$ cat src/rtl/spi_pkg.sv
// Shared types for the SPI frame controller: FSM states, captured frame config
// and the SCLK edge-count helper.
package spi_pkg;

  localparam int SPI_DIV_W = 8;

  typedef enum logic [2:0] {
    ST_IDLE,
    ST_LOAD,
    ST_SETUP,
    ST_XFER,
    ST_HOLD,
    ST_DONE
  } spi_xfer_state_e;

  // clkdiv is sized by SPI_DIV_W; a DIV_W override on the controller must track it.
  typedef struct packed {
    logic [SPI_DIV_W-1:0] clkdiv;
    logic                 cpol;
    logic                 cpha;
    logic                 lsb_first;
  } spi_cfg_t;

  function automatic int xfer_edges(input int data_w);
    return 2 * data_w;
  endfunction

endpackage

$ cat src/rtl/spi_clk_div.sv
// SCLK half-period divider: ticks every clkdiv+1 cycles while running and tags
// each tick during XFER as a leading or trailing SCLK edge.
module spi_clk_div #(
  parameter int DIV_W = 8
) (
  input  logic             clk_i,
  input  logic             rst_n,
  input  logic             i_run,
  input  logic             i_xfer,
  input  logic             i_sclk_idle,
  input  logic [DIV_W-1:0] i_clkdiv,
  output logic             o_tick,
  output logic             o_lead,
  output logic             o_trail
);

  logic [DIV_W-1:0] r_cnt;

  assign o_tick  = i_run && (r_cnt == '0);
  // SCLK still at its idle level means the coming toggle moves away from idle.
  assign o_lead  = o_tick && i_xfer && i_sclk_idle;
  assign o_trail = o_tick && i_xfer && !i_sclk_idle;

  // Counting down clkdiv..0 yields clkdiv+1 cycles, so all-ones never overflows.
  // NOTE: non-blocking assignments in clocked blocks so every flop sees pre-edge values.
  always_ff @(posedge clk_i or negedge rst_n) begin
    if (!rst_n) begin
      r_cnt <= '0;
    end else if (!i_run || o_tick) begin
      r_cnt <= i_clkdiv;
    end else begin
      r_cnt <= r_cnt - 1'b1;
    end
  end

endmodule

$ cat src/rtl/spi_xfer_ctrl.sv
// SPI master frame sequencer: loads the TX shifter, generates SCLK/CS_N,
// issues shift enables and assembles MISO into an RX word.
module spi_xfer_ctrl
  import spi_pkg::*;
#(
  parameter int DATA_W = 8,
  parameter int DIV_W  = SPI_DIV_W
) (
  input  logic              clk_i,
  input  logic              rst_n,
  input  logic              start_valid_i,
  output logic              start_ready_o,
  input  logic [DATA_W-1:0] tx_data_i,
  input  logic [DIV_W-1:0]  clkdiv_i,
  input  logic              cpol_i,
  input  logic              cpha_i,
  input  logic              lsb_first_i,
  input  logic              abort_i,
  output logic [DATA_W-1:0] sh_data_o,
  output logic              sh_valid_o,
  input  logic              sh_ready_i,
  output logic              sh_en_o,
  output logic              sh_rl_o,
  input  logic              miso_i,
  output logic              sclk_o,
  output logic              cs_n_o,
  output logic              busy_o,
  output logic [DATA_W-1:0] rx_data_o,
  output logic              rx_valid_o
);

  localparam int                EDGES     = xfer_edges(DATA_W);
  localparam int                EDGE_W    = $clog2(EDGES);
  localparam logic [EDGE_W-1:0] LAST_EDGE = EDGE_W'(EDGES - 1);

  spi_xfer_state_e   r_state;
  spi_xfer_state_e   w_next;
  spi_cfg_t          r_cfg;
  logic [DATA_W-1:0] r_tx;
  logic [DATA_W-1:0] r_rx_sr;
  logic [DATA_W-1:0] r_rx_data;
  logic [EDGE_W-1:0] r_edge;
  logic              r_sclk;
  logic              r_cs_n;

  logic w_accept;
  logic w_abort;
  logic w_run;
  logic w_xfer;
  logic w_tick;
  logic w_lead;
  logic w_trail;
  logic w_last_edge;
  logic w_shift;
  logic w_sample;

  assign w_accept    = start_valid_i && (r_state == ST_IDLE);
  assign w_abort     = abort_i && (r_state != ST_IDLE);
  assign w_run       = (r_state == ST_SETUP) || (r_state == ST_XFER) || (r_state == ST_HOLD);
  assign w_xfer      = (r_state == ST_XFER);
  assign w_last_edge = (r_edge == LAST_EDGE);

  spi_clk_div #(
    .DIV_W(DIV_W)
  ) u_clk_div (
    .clk_i      (clk_i),
    .rst_n      (rst_n),
    .i_run      (w_run),
    .i_xfer     (w_xfer),
    .i_sclk_idle(r_sclk == r_cfg.cpol),
    .i_clkdiv   (r_cfg.clkdiv),
    .o_tick     (w_tick),
    .o_lead     (w_lead),
    .o_trail    (w_trail)
  );

  // Edge number is r_edge+1; the first (CPHA=1) or last (CPHA=0) shift edge is skipped.
  assign w_shift  = r_cfg.cpha ? (w_lead && (r_edge != '0)) : (w_trail && !w_last_edge);
  assign w_sample = r_cfg.cpha ? w_trail : w_lead;

  always_comb begin
    // NOTE: default assigned first so every path drives w_next and no latch is inferred.
    w_next = r_state;
    case (r_state)
      ST_IDLE:  if (w_accept) w_next = ST_LOAD;
      ST_LOAD:  if (sh_ready_i) w_next = ST_SETUP;
      ST_SETUP: if (w_tick) w_next = ST_XFER;
      ST_XFER:  if (w_tick && w_last_edge) w_next = ST_HOLD;
      ST_HOLD:  if (w_tick) w_next = ST_DONE;
      ST_DONE:  w_next = ST_IDLE;
      default:  w_next = ST_IDLE;
    endcase
    if (w_abort) w_next = ST_IDLE;
  end

  always_ff @(posedge clk_i or negedge rst_n) begin
    if (!rst_n) begin
      r_state <= ST_IDLE;
      r_cs_n  <= 1'b1;
    end else begin
      r_state <= w_next;
      r_cs_n  <= !((w_next == ST_SETUP) || (w_next == ST_XFER) || (w_next == ST_HOLD));
    end
  end

  always_ff @(posedge clk_i or negedge rst_n) begin
    if (!rst_n) begin
      r_cfg <= '0;
      r_tx  <= '0;
    end else if (w_accept) begin
      r_cfg <= '{clkdiv: clkdiv_i, cpol: cpol_i, cpha: cpha_i, lsb_first: lsb_first_i};
      r_tx  <= tx_data_i;
    end
  end

  // SCLK is registered so the pin never carries decode glitches.
  always_ff @(posedge clk_i or negedge rst_n) begin
    if (!rst_n) begin
      r_sclk <= 1'b0;
    end else if (w_accept) begin
      r_sclk <= cpol_i;
    end else if (w_abort) begin
      r_sclk <= r_cfg.cpol;
    end else if (w_xfer && w_tick) begin
      r_sclk <= ~r_sclk;
    end
  end

  always_ff @(posedge clk_i or negedge rst_n) begin
    if (!rst_n) begin
      r_edge <= '0;
    end else if (!w_xfer) begin
      r_edge <= '0;
    end else if (w_tick) begin
      r_edge <= r_edge + 1'b1;
    end
  end

  always_ff @(posedge clk_i or negedge rst_n) begin
    if (!rst_n) begin
      r_rx_sr   <= '0;
      r_rx_data <= '0;
    end else begin
      if (w_sample && !w_abort) begin
        r_rx_sr <= r_cfg.lsb_first ? {miso_i, r_rx_sr[DATA_W-1:1]}
                                   : {r_rx_sr[DATA_W-2:0], miso_i};
      end
      // Publish on the HOLD->DONE transition so data is stable during the rx_valid_o pulse.
      if ((r_state == ST_HOLD) && w_tick && !w_abort) begin
        r_rx_data <= r_rx_sr;
      end
    end
  end

  assign start_ready_o = (r_state == ST_IDLE);
  assign busy_o        = (r_state != ST_IDLE);
  assign sh_valid_o    = (r_state == ST_LOAD);
  assign sh_data_o     = r_tx;
  assign sh_en_o       = w_shift && !w_abort;
  assign sh_rl_o       = r_cfg.lsb_first;
  assign sclk_o        = r_sclk;
  assign cs_n_o        = r_cs_n;
  assign rx_data_o     = r_rx_data;
  assign rx_valid_o    = (r_state == ST_DONE);

endmodule

$ cat config.mk
export PLATFORM = sky130hd
export DESIGN_NAME = spi_xfer_ctrl
export DESIGN_NICKNAME = d
export VERILOG_FILES = /design/src/rtl/spi_pkg.sv /design/src/rtl/spi_clk_div.sv /design/src/rtl/spi_xfer_ctrl.sv
export SDC_FILE = /design/constraint.sdc
export NUM_CORES = 1
export LEC_CHECK = 0
export BUFFER_PORTS_ARGS = -buffer_cell sky130_fd_sc_hd__buf_2
export CAP_MARGIN = 0
export CORE_MARGIN = 5
export CORE_UTILIZATION = 50
export DETAILED_ROUTE_END_ITERATION = 16
export HOLD_SLACK_MARGIN = 0.03
export PLACE_DENSITY = 0.8
export SYNTH_ARGS = -nofsm -noshare
export SYNTH_HDL_FRONTEND = slang
export SYNTH_HIERARCHICAL = 1
export SYNTH_SLANG_ARGS = --single-unit
$ cat constraint.sdc
create_clock -name clk_i -period 2.3 [get_ports clk_i]
set_input_delay 0.115 -clock clk_i [delete_from_list [all_inputs] [get_ports clk_i]]
set_output_delay 0.115 -clock clk_i [all_outputs]
set_load 0.01 [all_outputs]
==> results.md, run 1 <==
* Number of flops mapped to enable cells by yosys at 0
* Total CTS buffers at 5
* Number of synthesized register bits at 52
* H-tree levels at 2
* Ys async rst share at 100.0%
* Worst skew pair latency at 310 ps
* Max-slew violation count at 0
* GR Util All Layers at 15.39%
* WP buf/inv at 3
* Maximum clock rate at 462.6 MHz
* Initial antenna violation count at 0
* Family with the most delay on the worst path: simple AND/OR/NAND/NOR gates
* Critical Path Max Stage Delay at 550 ps
* Crit end category: flip-flop
* Drt initial violations at 54
* Max cap viols at 0
* Register clock-pin slew on the reported worst setup and hold paths at 100 ps
* Core Rows at 26
* Synth Warn # at 6
* Final cell count without fillers at 354
* Core region area at 5140 um^2
* Hold Vio Cnt, Final at 0
* CP startpoint kind: flip-flop
* CTS tree: yes
* RSZ-0062 raised after global routing: false
* WS Path Type: reg -> reg
* Worst-Margin Slew at 628.2 ps
* Vias per std cell at 5.203
* Sequential cell area at 1303 um^2
* Library cells used by synthesis at 48
* CP arrival at 2370 ps
* Clk sinks at 52
* Die X at 83.18 um
* Final GP Congestion at 0.8093
* Grt total ovfl at 0
* Synth Flop Type: dfrtp_1
* Port buffer count at 48
* Max VDD drop at 0.6478 mV
* DIE AREA at 6919 um^2
* Final setup vio count at 0
* Fin nets at 312
* Mapped Cells at 214
* Post-Syn Area at 2678 um^2
* Final Cycle Share at 93.99%
* Max Buffers Root-to-Sink at 2
* Final min period at 2162 ps
* First-pass GRT wire length at 8790 um
* Ports at 49
* Lkg Pwr at 1.615 nW
* Avg Inst Size Synth at 12.51 um^2
* Post-DP HPWL at 3519 um
* Fillers at 420
* Detailed Route WL at 5227 um
* Fin Clk Skew at 11.42 ps
* Crit path max fanout at 8
* Root Driver: clkbuf_8
* Multi-input gate area at 1244 um^2
* Area Growth Syn to Fin at 21.64%
* Antenna-violating nets left at 0
* 1st-pass router iterations at 4
* Critical path cell sequence: nor2b_4 > a21o_2 > inv_1 > nor3_1 > buf_4 > buf_12 > nand4b_4 > mux2_2
* Worst hold slack at 35.66 ps
* Status: finished clean
* Die height at 83.18 um
* ANT cells at 0
* Placed insts at 331
* Slowest CP cell: dfrtp_1
* Routed wire length per instance at 14.77 um
* DRC errors left at 0
* Via Count at 1842
* Largest net degree at the start of global routing at 53
* Starting Density at 52.09%
* Critical Path RT at 2500 ps
* Share of layout cells above drive strength 1 at 41.90%
* Slew headroom at 58.12%
* Number of global-route vias before repair at 1843
* Type of the tightest min-delay check: in -> reg
* Power Dens Cells at 1025 nW/um^2
* Syn nets at 243
* Seq/Total Area, Yosys at 48.64%
final timing paths:
path                                          start                        to  slack (ps)  depth (start not counted)
hold / removal                               cpha_i      r_cfg[1]$_DFFE_PN0P_          40                          2
setup reg to reg               r_state[1]$_DFF_PN0_  rx_data_o[2]$_DFFE_PN0P_         140                          8
min in group asynchronous                     rst_n      r_cfg[6]$_DFFE_PN0P_         490                          3
setup / recovery               r_state[1]$_DFF_PN0_  rx_data_o[2]$_DFFE_PN0P_         140                          8
max in group asynchronous                     rst_n        sclk_o$_DFFE_PN0P_        1400                          3
hold reg to reg            rx_data_o[3]$_DFFE_PN0P_  rx_data_o[3]$_DFFE_PN0P_         510                          1
layout by cell type (no fill, tap or decap), types with 3 or more instances in the layout:
| cell | n |
|---|---|
| xnor2_1 | 3 |
| clkbuf_8 | 5 |
| mux2_2 | 13 |
| a22oi_1 | 3 |
| mux2_4 | 17 |
| xor2_1 | 5 |
| ha_1 | 4 |
| a21oi_1 | 9 |
| nand2_1 | 6 |
| buf_4 | 9 |
| nor2_1 | 16 |
| dlygate4sd3_1 | 12 |
| mux2i_1 | 14 |
| o21ai_0 | 4 |
| dfrtp_1 | 51 |
| nor3_1 | 6 |
| inv_1 | 14 |
| buf_2 | 48 |
sequential cells by signal, indices dropped and copies added (netlist names):
register,flops
r_cfg,10
r_rx_sr,8
rx_data_o,8
sh_data_o,8
u_clk_div/r_cnt,8
r_edge,4
r_state,3
cs_n_o,1
sclk_o,1
sh_rl_o,1
final cells by class:
class / instances / area share, %
clock buffer: 5 / 2.113
clock inverter: 3 / 1.421
inverter: 16 / 1.844
multi-input combinational: 138 / 38.19
sequential: 52 / 39.99
tap: 70 / 2.689
timing repair buffer: 70 / 13.75
logic make-up after synthesis:
family	after synthesis	share of synthesized area, %
simple gates	52	12.34
flops	52	48.64
mux	44	20.23
compound gates	29	8.505
buf+inv	24	5.420
xor+xnor	8	2.617
fa+ha+maj	5	2.243
repair_timing:
item	in CTS	in global routing
hold endpoints to repair	62	0
buffers inserted	0	3
hold buffers	12	0
gates resized for setup	1	2
cloned	0	0
endpoints found under the setup margin	1	2
pin swaps	0	1
cells in the mapped netlist (3+ instances only):
library cell,number,share of area [%]
mux2i_1,14,5.2
a21oi_1,9,1.7
a22oi_1,3,0.84
nand2_1,6,0.84
buf_6,5,2.1
nor3_1,6,1.1
nor2_1,16,2.2
xor2_1,5,1.6
dfrtp_1,51,48
o21ai_0,4,0.75
ha_1,4,1.9
mux2_2,13,5.5
xnor2_1,3,0.98
inv_1,14,2.0
mux2_4,17,9.5
metal layers:
layer  global-route usage (%)  vias to the layer above  wire length (um)
met4                    6.686                        0                80
met5                        0                        -                 0
li1                         -                      883                 -
met3                    3.465                        5               241
met1                    19.36                      907              2305
met2                    25.36                       47              2599
report_power, final:
group	total, mW	internal, mW	switching [mW]
clock network	0.641	0.330	0.311
logic	1.24	0.700	0.539
registers	1.46	1.19	0.270
per-stage QoR:
step,power (mW),utilization (%),setup WS (ps),TNS [ps],cell area [um^2]
floorplan,2.371,-,186.7,0,2678
global placement,2.648,57.84,96.87,0,2973
detailed placement,2.690,57.84,-1.179,-1.179,2973
CTS,3.368,62.59,9.731,0,3217
global route,3.546,63.36,19.42,0,3257
finish,3.340,63.36,138.3,0,3257
Note: power is estimated with default switching activity, not from simulation.
==> run 2, diff against run 1 <==
--- a/config.mk
+++ b/config.mk
@@ -7,11 +7,13 @@
 export LEC_CHECK = 0
 export BUFFER_PORTS_ARGS = -buffer_cell sky130_fd_sc_hd__buf_2
 export CAP_MARGIN = 0
+export CELL_PAD_IN_SITES_DETAIL_PLACEMENT = 0
+export CELL_PAD_IN_SITES_GLOBAL_PLACEMENT = 2
 export CORE_MARGIN = 5
-export CORE_UTILIZATION = 50
+export CORE_UTILIZATION = 33
 export DETAILED_ROUTE_END_ITERATION = 16
 export HOLD_SLACK_MARGIN = 0.03
-export PLACE_DENSITY = 0.8
+export PLACE_DENSITY = 0.87
 export SYNTH_ARGS = -nofsm -noshare
 export SYNTH_HDL_FRONTEND = slang
 export SYNTH_HIERARCHICAL = 1
==> run 2 against run 1 <==
Against the previous run: critical path depth is 3 lower; clock skew is 2.5 ps lower; sequential power about the same; design area is essentially flat; clock-buffer cell count grew 1; utilization fell by 22 points; highest routed layer unchanged; critical path type unchanged; global-route usage down 4.5 points; cell count is 8.8% higher; total power fell by 3.3%.
==> results.md, run 2 (synthesized netlist as in run 1, its figures left out) <==
* Core Rows at 32 (+23%)
* Antenna-violating nets left at 0 (unchanged)
* Most common cell after layout, fill and taps aside: dfrtp_1
* Fin nets at 311 (-0.32%)
* Root Driver: clkbuf_8
* Met3 routed WL at 334 um (+39%)
* CP startpoint kind: flip-flop
* Setup TNS Final at 0 ps (unchanged)
* Routed wire length per instance at 13.30 um (-9.9%)
* Starting Density at 34.29% (-18 points)
* Final min period at 2138 ps (-23.68 ps)
* Max-slew violation count at 0 (unchanged)
* Reg2reg path depth at 5 (-3)
* Placement Setup Slack at 14.31 ps (+15.49 ps)
* Worst-Margin Slew at 656.9 ps (+28.76 ps)
* Lkg Pwr at 1.570 nW (-2.8%)
* DRC errors left at 0 (unchanged)
* WP buf/inv at 1 (-2)
* Final cell count without fillers at 385 (+8.8%)
* Core region area at 7807 um^2 (+52%)
* Hold Vio Cnt, Final at 0 (unchanged)
* Status: finished clean
* Ports at 49 (unchanged)
* Register clock-pin slew on the reported worst setup and hold paths at 100 ps (about the same)
* Grt total ovfl at 0 (unchanged)
* Top Layer Used: met4
* Share of layout cells above drive strength 1 at 41.34% (-0.56 points)
* Critical Path RT at 2490 ps (about the same)
* Hold EP: sh_data_o[0]$_DFFE_PN0P_
* Port buffer count at 48 (unchanged)
* ANT cells at 0 (unchanged)
* First-pass GRT wire length at 8873 um (+0.94%)
* Largest net degree at the start of global routing at 53 (unchanged)
* Initial antenna violation count at 0 (unchanged)
* Drt initial violations at 65 (+20%)
* Fin Clk Skew at 8.950 ps (-2.471 ps)
* H-tree levels at 2 (unchanged)
* Largest register FFs at 10 (unchanged)
* Max Buffers Root-to-Sink at 2 (unchanged)
* Type of the tightest min-delay check: in -> reg
* Final GP Congestion at 0.8191 (+1.2%)
* WHS Path Cells at 2 (unchanged)
* Most frequent cells in the layout: 51 x dfrtp_1, 48 x buf_2, 17 x mux2_4
* Final setup vio count at 0 (unchanged)
* Slew headroom at 56.20% (-1.9 points)
* R2R setup slack at 160 ps (+20 ps)
* Die height at 100.1 um (+20%)
* Max cap viols at 0 (unchanged)
* Crit end category: flip-flop
* Detailed Route WL at 5121 um (-2.0%)
* Die X at 100.1 um (+20%)
* WS Path Type: reg -> reg
* Worst hold start: tx_data_i[0]
* Met2 wire length at 2221 um (-15%)
* Crit path max fanout at 9 (+1)
* Critical Path Max Stage Delay at 590 ps (+40 ps)
* RSZ-0062 raised after global routing: false
* Power Dens Cells at 992.3 nW/um^2 (-3.2%)
* Family with the most delay on the worst path: simple AND/OR/NAND/NOR gates
* 1st-pass router iterations at 4 (unchanged)
* Max VDD drop at 0.4664 mV (-28%)
* CTS tree: yes
* Critical path cell sequence: or4_4 > nor3_2 > buf_6 > nand4b_2 > mux2_2
* Worst skew pair latency at 300 ps (about the same)
* Maximum clock rate at 467.7 MHz (+1.1%)
* GR Util All Layers at 10.92% (-4.5 points)
* Vias per std cell at 4.613 (-11%)
* Area Growth Syn to Fin at 21.59% (about the same)
* Final Cycle Share at 92.96% (-1.0 points)
* Slowest CP cell: or4_4
* DIE AREA at 10020 um^2 (+45%)
* Total CTS buffers at 5 (unchanged)
* Largest Register: r_cfg
* CP arrival at 2330 ps (-40 ps)
* Clk sinks at 52 (unchanged)
* Placed insts at 364 (+10%)
* Smallest setup slack after layout at 162.0 ps (+23.68 ps)
* Launching point of the worst reg2reg path: u_clk_div/r_cnt[3]$_DFF_PN0_
* Met1 Routed Length at 2519 um (+9.3%)
* Reg-to-Reg End: rx_data_o[7]$_DFFE_PN0P_
* Number of global-route vias before repair at 1881 (+2.1%)
* Via Count at 1776 (-3.6%)
* Post-DP HPWL at 3662 um (+4.0%)
-- run 2: cell types whose count changed in the layout (fill, tap and decap cells not counted), sizes merged --
| cell | previous run | this run |
|---|---|---|
| buf | 58 | 56 |
| bufinv | 1 | 0 |
| dlygate4sd3 | 12 | 13 |
| clkinvlp | 0 | 1 |
| inv | 17 | 16 |
| clkbuf | 5 | 6 |
-- run 2: final cells by class --
class	instances	area (um^2)
fill	765	4552
sequential	52	1303
multi-input combinational	138	1242
timing repair buffer	69	434.2
tap	102	127.6
clock buffer	6	72.57
inverter	16	60.06
clock inverter	2	16.27
-- run 2: worst register-to-register path, cell delays in order, from the launching register on --
cell and delay [ps]:
dfrtp_1 440, or4_4 590, nor3_2 190, buf_6 160, nand4b_2 280, mux2_2 360
-- run 2: metrics by stage --
stage	hold slack (ps)	utilization (%)	instance area, um^2	power, mW
after floorplan	-180.6	-	2678	2.371
after global placement	270.4	38.69	3020	2.682
after detailed placement	274.3	38.69	3020	2.698
after CTS	30.90	41.11	3209	3.252
after global routing	30.85	41.70	3256	3.473
final	35.48	41.70	3256	3.230
-- run 2: worst max-delay path by stage --
stage / start / endpoint / slack, ps / cells after the start
5_1_grt: u_clk_div/r_cnt[3]$_DFF_PN0_ / sh_en_o / 50 / 7
4_1_cts: u_clk_div/r_cnt[0]$_DFF_PN0_ / rx_data_o[7]$_DFFE_PN0P_ / 9 / 7
3_3_place_gp: u_clk_div/r_cnt[0]$_DFF_PN0_ / rx_data_o[2]$_DFFE_PN0P_ / 70 / 7
3_5_place_dp: u_clk_div/r_cnt[0]$_DFF_PN0_ / rx_data_o[1]$_DFFE_PN0P_ / 10 / 7
6_report: u_clk_div/r_cnt[3]$_DFF_PN0_ / rx_data_o[7]$_DFFE_PN0P_ / 160 / 5
2_1_floorplan: u_clk_div/r_cnt[0]$_DFF_PN0_ / r_state[0]$_DFF_PN0_ / 190 / 9
-- run 2: what timing repair did --
item,CTS,global route
resized for setup,0,4
hold endpoints to repair,60,3
setup buffers,0,0
endpoints found under the setup margin,0,13
hold buffers,10,3
-- run 2: metal layers --
metal,vias up,global-route usage [%]
met5,-,0
met4,0,2.798
met3,5,3.614
met2,49,16.68
met1,836,14.96
li1,886,-
-- run 2: where the power goes --
part / internal [mW] / switching [mW] / leakage (nW)
Combinational: 0.712 / 0.551 / 0.906
Clock: 0.217 / 0.307 / 0.0414
Sequential: 1.19 / 0.253 / 0.622
==> run 3, diff against run 2 <==
==> constraint.sdc (replaced) <==
create_clock -name clk_i -period 1.75 [get_ports clk_i]
set_input_delay 0.0875 -clock clk_i [delete_from_list [all_inputs] [get_ports clk_i]]
set_output_delay 0.0875 -clock clk_i [all_outputs]
set_load 0.01 [all_outputs]
==> run 3 against run 2 <==
Against the previous run: the run now ends with setup timing left; sequential power grew 31%; clock skew shrank 1.4 ps; die area is the same; setup slack lost 480 ps; clock-buffer cell count shrank 1; largest power group is now combinational logic.
==> results.md, run 3 (synthesized netlist as in run 1, its figures left out) <==
* Core Rows at 32 (unchanged)
* Final setup vio count at 34 (+34)
* Max cap viols at 0 (unchanged)
* Largest register FFs at 10 (unchanged)
* Largest net degree at the start of global routing at 30 (-43%)
* Crit path max fanout at 2 (-7)
* H-tree levels at 2 (unchanged)
* Max Buffers Root-to-Sink at 2 (unchanged)
* Routed wire length per instance at 13.98 um (+5.1%)
* Lkg Pwr at 1.930 nW (+23%)
* Die height at 100.1 um (unchanged)
* Maximum clock rate at 483.9 MHz
* Critical Path Max Stage Delay at 400 ps (-190 ps)
* Multi-input gate area at 1376 um^2 (+11%)
* Antenna-violating nets left at 0 (unchanged)
* Final min period at 2067 ps
* Slew headroom at 53.89% (-2.3 points)
* Root Driver: clkbuf_8
* Worst hold slack at 51.91 ps (+16.43 ps)
* Post-DP HPWL at 4129 um (+13%)
* Final core occ at 49.98% (+8.3 points)
* Vias per std cell at 4.702 (+1.9%)
* Via Count at 2050 (+15%)
* Fin nets at 362 (+16%)
* Ports at 49 (unchanged)
* Total CTS buffers at 5 (unchanged)
* Grt total ovfl at 0 (unchanged)
* 1st-pass router iterations at 5 (+1)
* Design area at 3902 um^2 (+20%)
* Initial antenna violation count at 0 (unchanged)
* Most common cell after layout, fill and taps aside: dfrtp_1
* ANT cells at 0 (unchanged)
* Violations in the final reports: setup timing
* Placement Setup Slack at -351.3 ps (-365.6 ps)
* WS Path Type: reg -> out
* Worst-Margin Slew at 691.7 ps (+34.77 ps)
* Drt initial violations at 76 (+17%)
* Status: finished with violations
* Power Dens Cells at 1337 nW/um^2 (+35%)
* Final GP Congestion at 0.8337 (+1.8%)
* Number of global-route vias before repair at 2165 (+15%)
* Sequential cell area at 1304 um^2 (about the same)
* CP arrival at 1980 ps (-350 ps)
* Family with the most delay on the worst path: simple AND/OR/NAND/NOR gates
* First-pass GRT wire length at 10170 um (+15%)
* CTS tree: yes
* Clk sinks at 52 (unchanged)
* Die X at 100.1 um (unchanged)
* Critical path cell sequence: buf_6 > nor4_4 > buf_4 > nand4_1 > nor2_2 > buf_4 > nand3_2 > a21oi_2 > buf_2
* Smallest setup slack after layout at -316.5 ps (-478.5 ps)
* Fillers at 680 (-11%)
* Area Growth Syn to Fin at 45.75%
* GR Util All Layers at 12.49% (+1.6 points)
* DRC errors left at 0 (unchanged)
* DIE AREA at 10020 um^2 (unchanged)
* Critical Path RT at 1660 ps (-830 ps)
* Core region area at 7807 um^2 (unchanged)
* Slowest CP cell: dfrtp_1
* Type of the tightest min-delay check: in -> reg
* Crit-path most repeated cell: buf_4
* Crit end category: output port
* Starting Density at 34.29% (unchanged)
* Worst skew pair latency at 300 ps (about the same)
* Register clock-pin slew on the reported worst setup and hold paths at 100 ps (about the same)
* CP startpoint kind: flip-flop
* Max-slew violation count at 0 (unchanged)
* Placed inst area at 3281 um^2 (+8.6%)
* RSZ-0062 raised after global routing: true
* Most frequent cells in the layout: 50 x dfrtp_1, 48 x buf_2, 32 x buf_4
* Port buffer count at 48 (unchanged)
* Largest Register: r_cfg
* Final Cycle Share at 118.1%
* Fin Clk Skew at 7.580 ps (-1.370 ps)
* Share of layout cells above drive strength 1 at 53.89% (+13 points)
* Hold Vio Cnt, Final at 0 (unchanged)
* Detailed Route WL at 6095 um (+19%)
* Max VDD drop at 0.7169 mV (+54%)
* WP buf/inv at 4 (+3)
-- run 3: cell count changes in the layout (fill, tap and decap cells not counted), sizes merged --
cell / change
dlygate4sd3: +7
buf: +44
clkbuf: -1
bufinv: +1
-- run 3: area by class of cell --
cell class / instances / area share, %
multi-input cells: 138 / 35.27
flip-flops and latches: 52 / 33.41
clock inverters: 3 / 1.090
inverters: 16 / 1.539
clock buffers: 5 / 1.763
repair buffers: 120 / 23.66
well taps: 102 / 3.270
-- run 3: layer usage --
metal / wire (um) / track usage (%) / share of wire [%]
met1: 2804 / 16.08 / 46
met2: 2958 / 20.78 / 49
met3: 287 / 3.058 / 4.7
met4: 45 / 3.834 / 0.74
met5: 0 / 0 / 0
-- run 3: final timing paths --
check,start,endpoint,slack (ps),depth (start not counted)
min in group asynchronous,rst_n,r_state[0]$_DFF_PN0_,360,2
min reg2reg,rx_data_o[3]$_DFFE_PN0P_,rx_data_o[3]$_DFFE_PN0P_,510,1
max reg2reg,u_clk_div/r_cnt[0]$_DFF_PN0_,cs_n_o$_DFF_PN1_,-290,9
max in group asynchronous,rst_n,r_rx_sr[6]$_DFFE_PN0P_,830,3
max,u_clk_div/r_cnt[3]$_DFF_PN0_,sh_en_o,-320,9
min,cpol_i,sclk_o$_DFFE_PN0P_,50,3
-- run 3: metrics by stage --
stage / TNS (ps) / power, mW / instances
floorplan: -1645 / 3.140 / 214
global placement: -4877 / 3.857 / 392
detailed placement: -6259 / 3.900 / 392
CTS: -7435 / 5.129 / 431
global route: -10540 / 5.537 / 436
finish: -7361 / 5.216 / 436
-- run 3: power breakdown --
part | internal [mW] | switching, mW | total, mW
registers | 1.57 | 0.311 | 1.88
clock network | 0.424 | 0.398 | 0.821
logic | 1.49 | 1.03 | 2.52
-- run 3: worst reg2reg max path: stages, from the launching register on --
cell      delay (ps)
dfrtp_1          390
inv_2             80
ha_4             130
or3b_4           400
nor3_4           270
and4_1           250
buf_4            120
a21bo_2          120
a211oi_2          70
a21oi_1          130
-- run 3: repair_timing --
action | 4_1_cts | 5_1_grt
buffers inserted | 15 | 6
hold buffers | 20 | 0
endpoints found under the setup margin | 34 | 34
pin swaps | 13 | 12
endpoints found under the hold margin | 45 | 0
gates resized for setup | 37 | 8
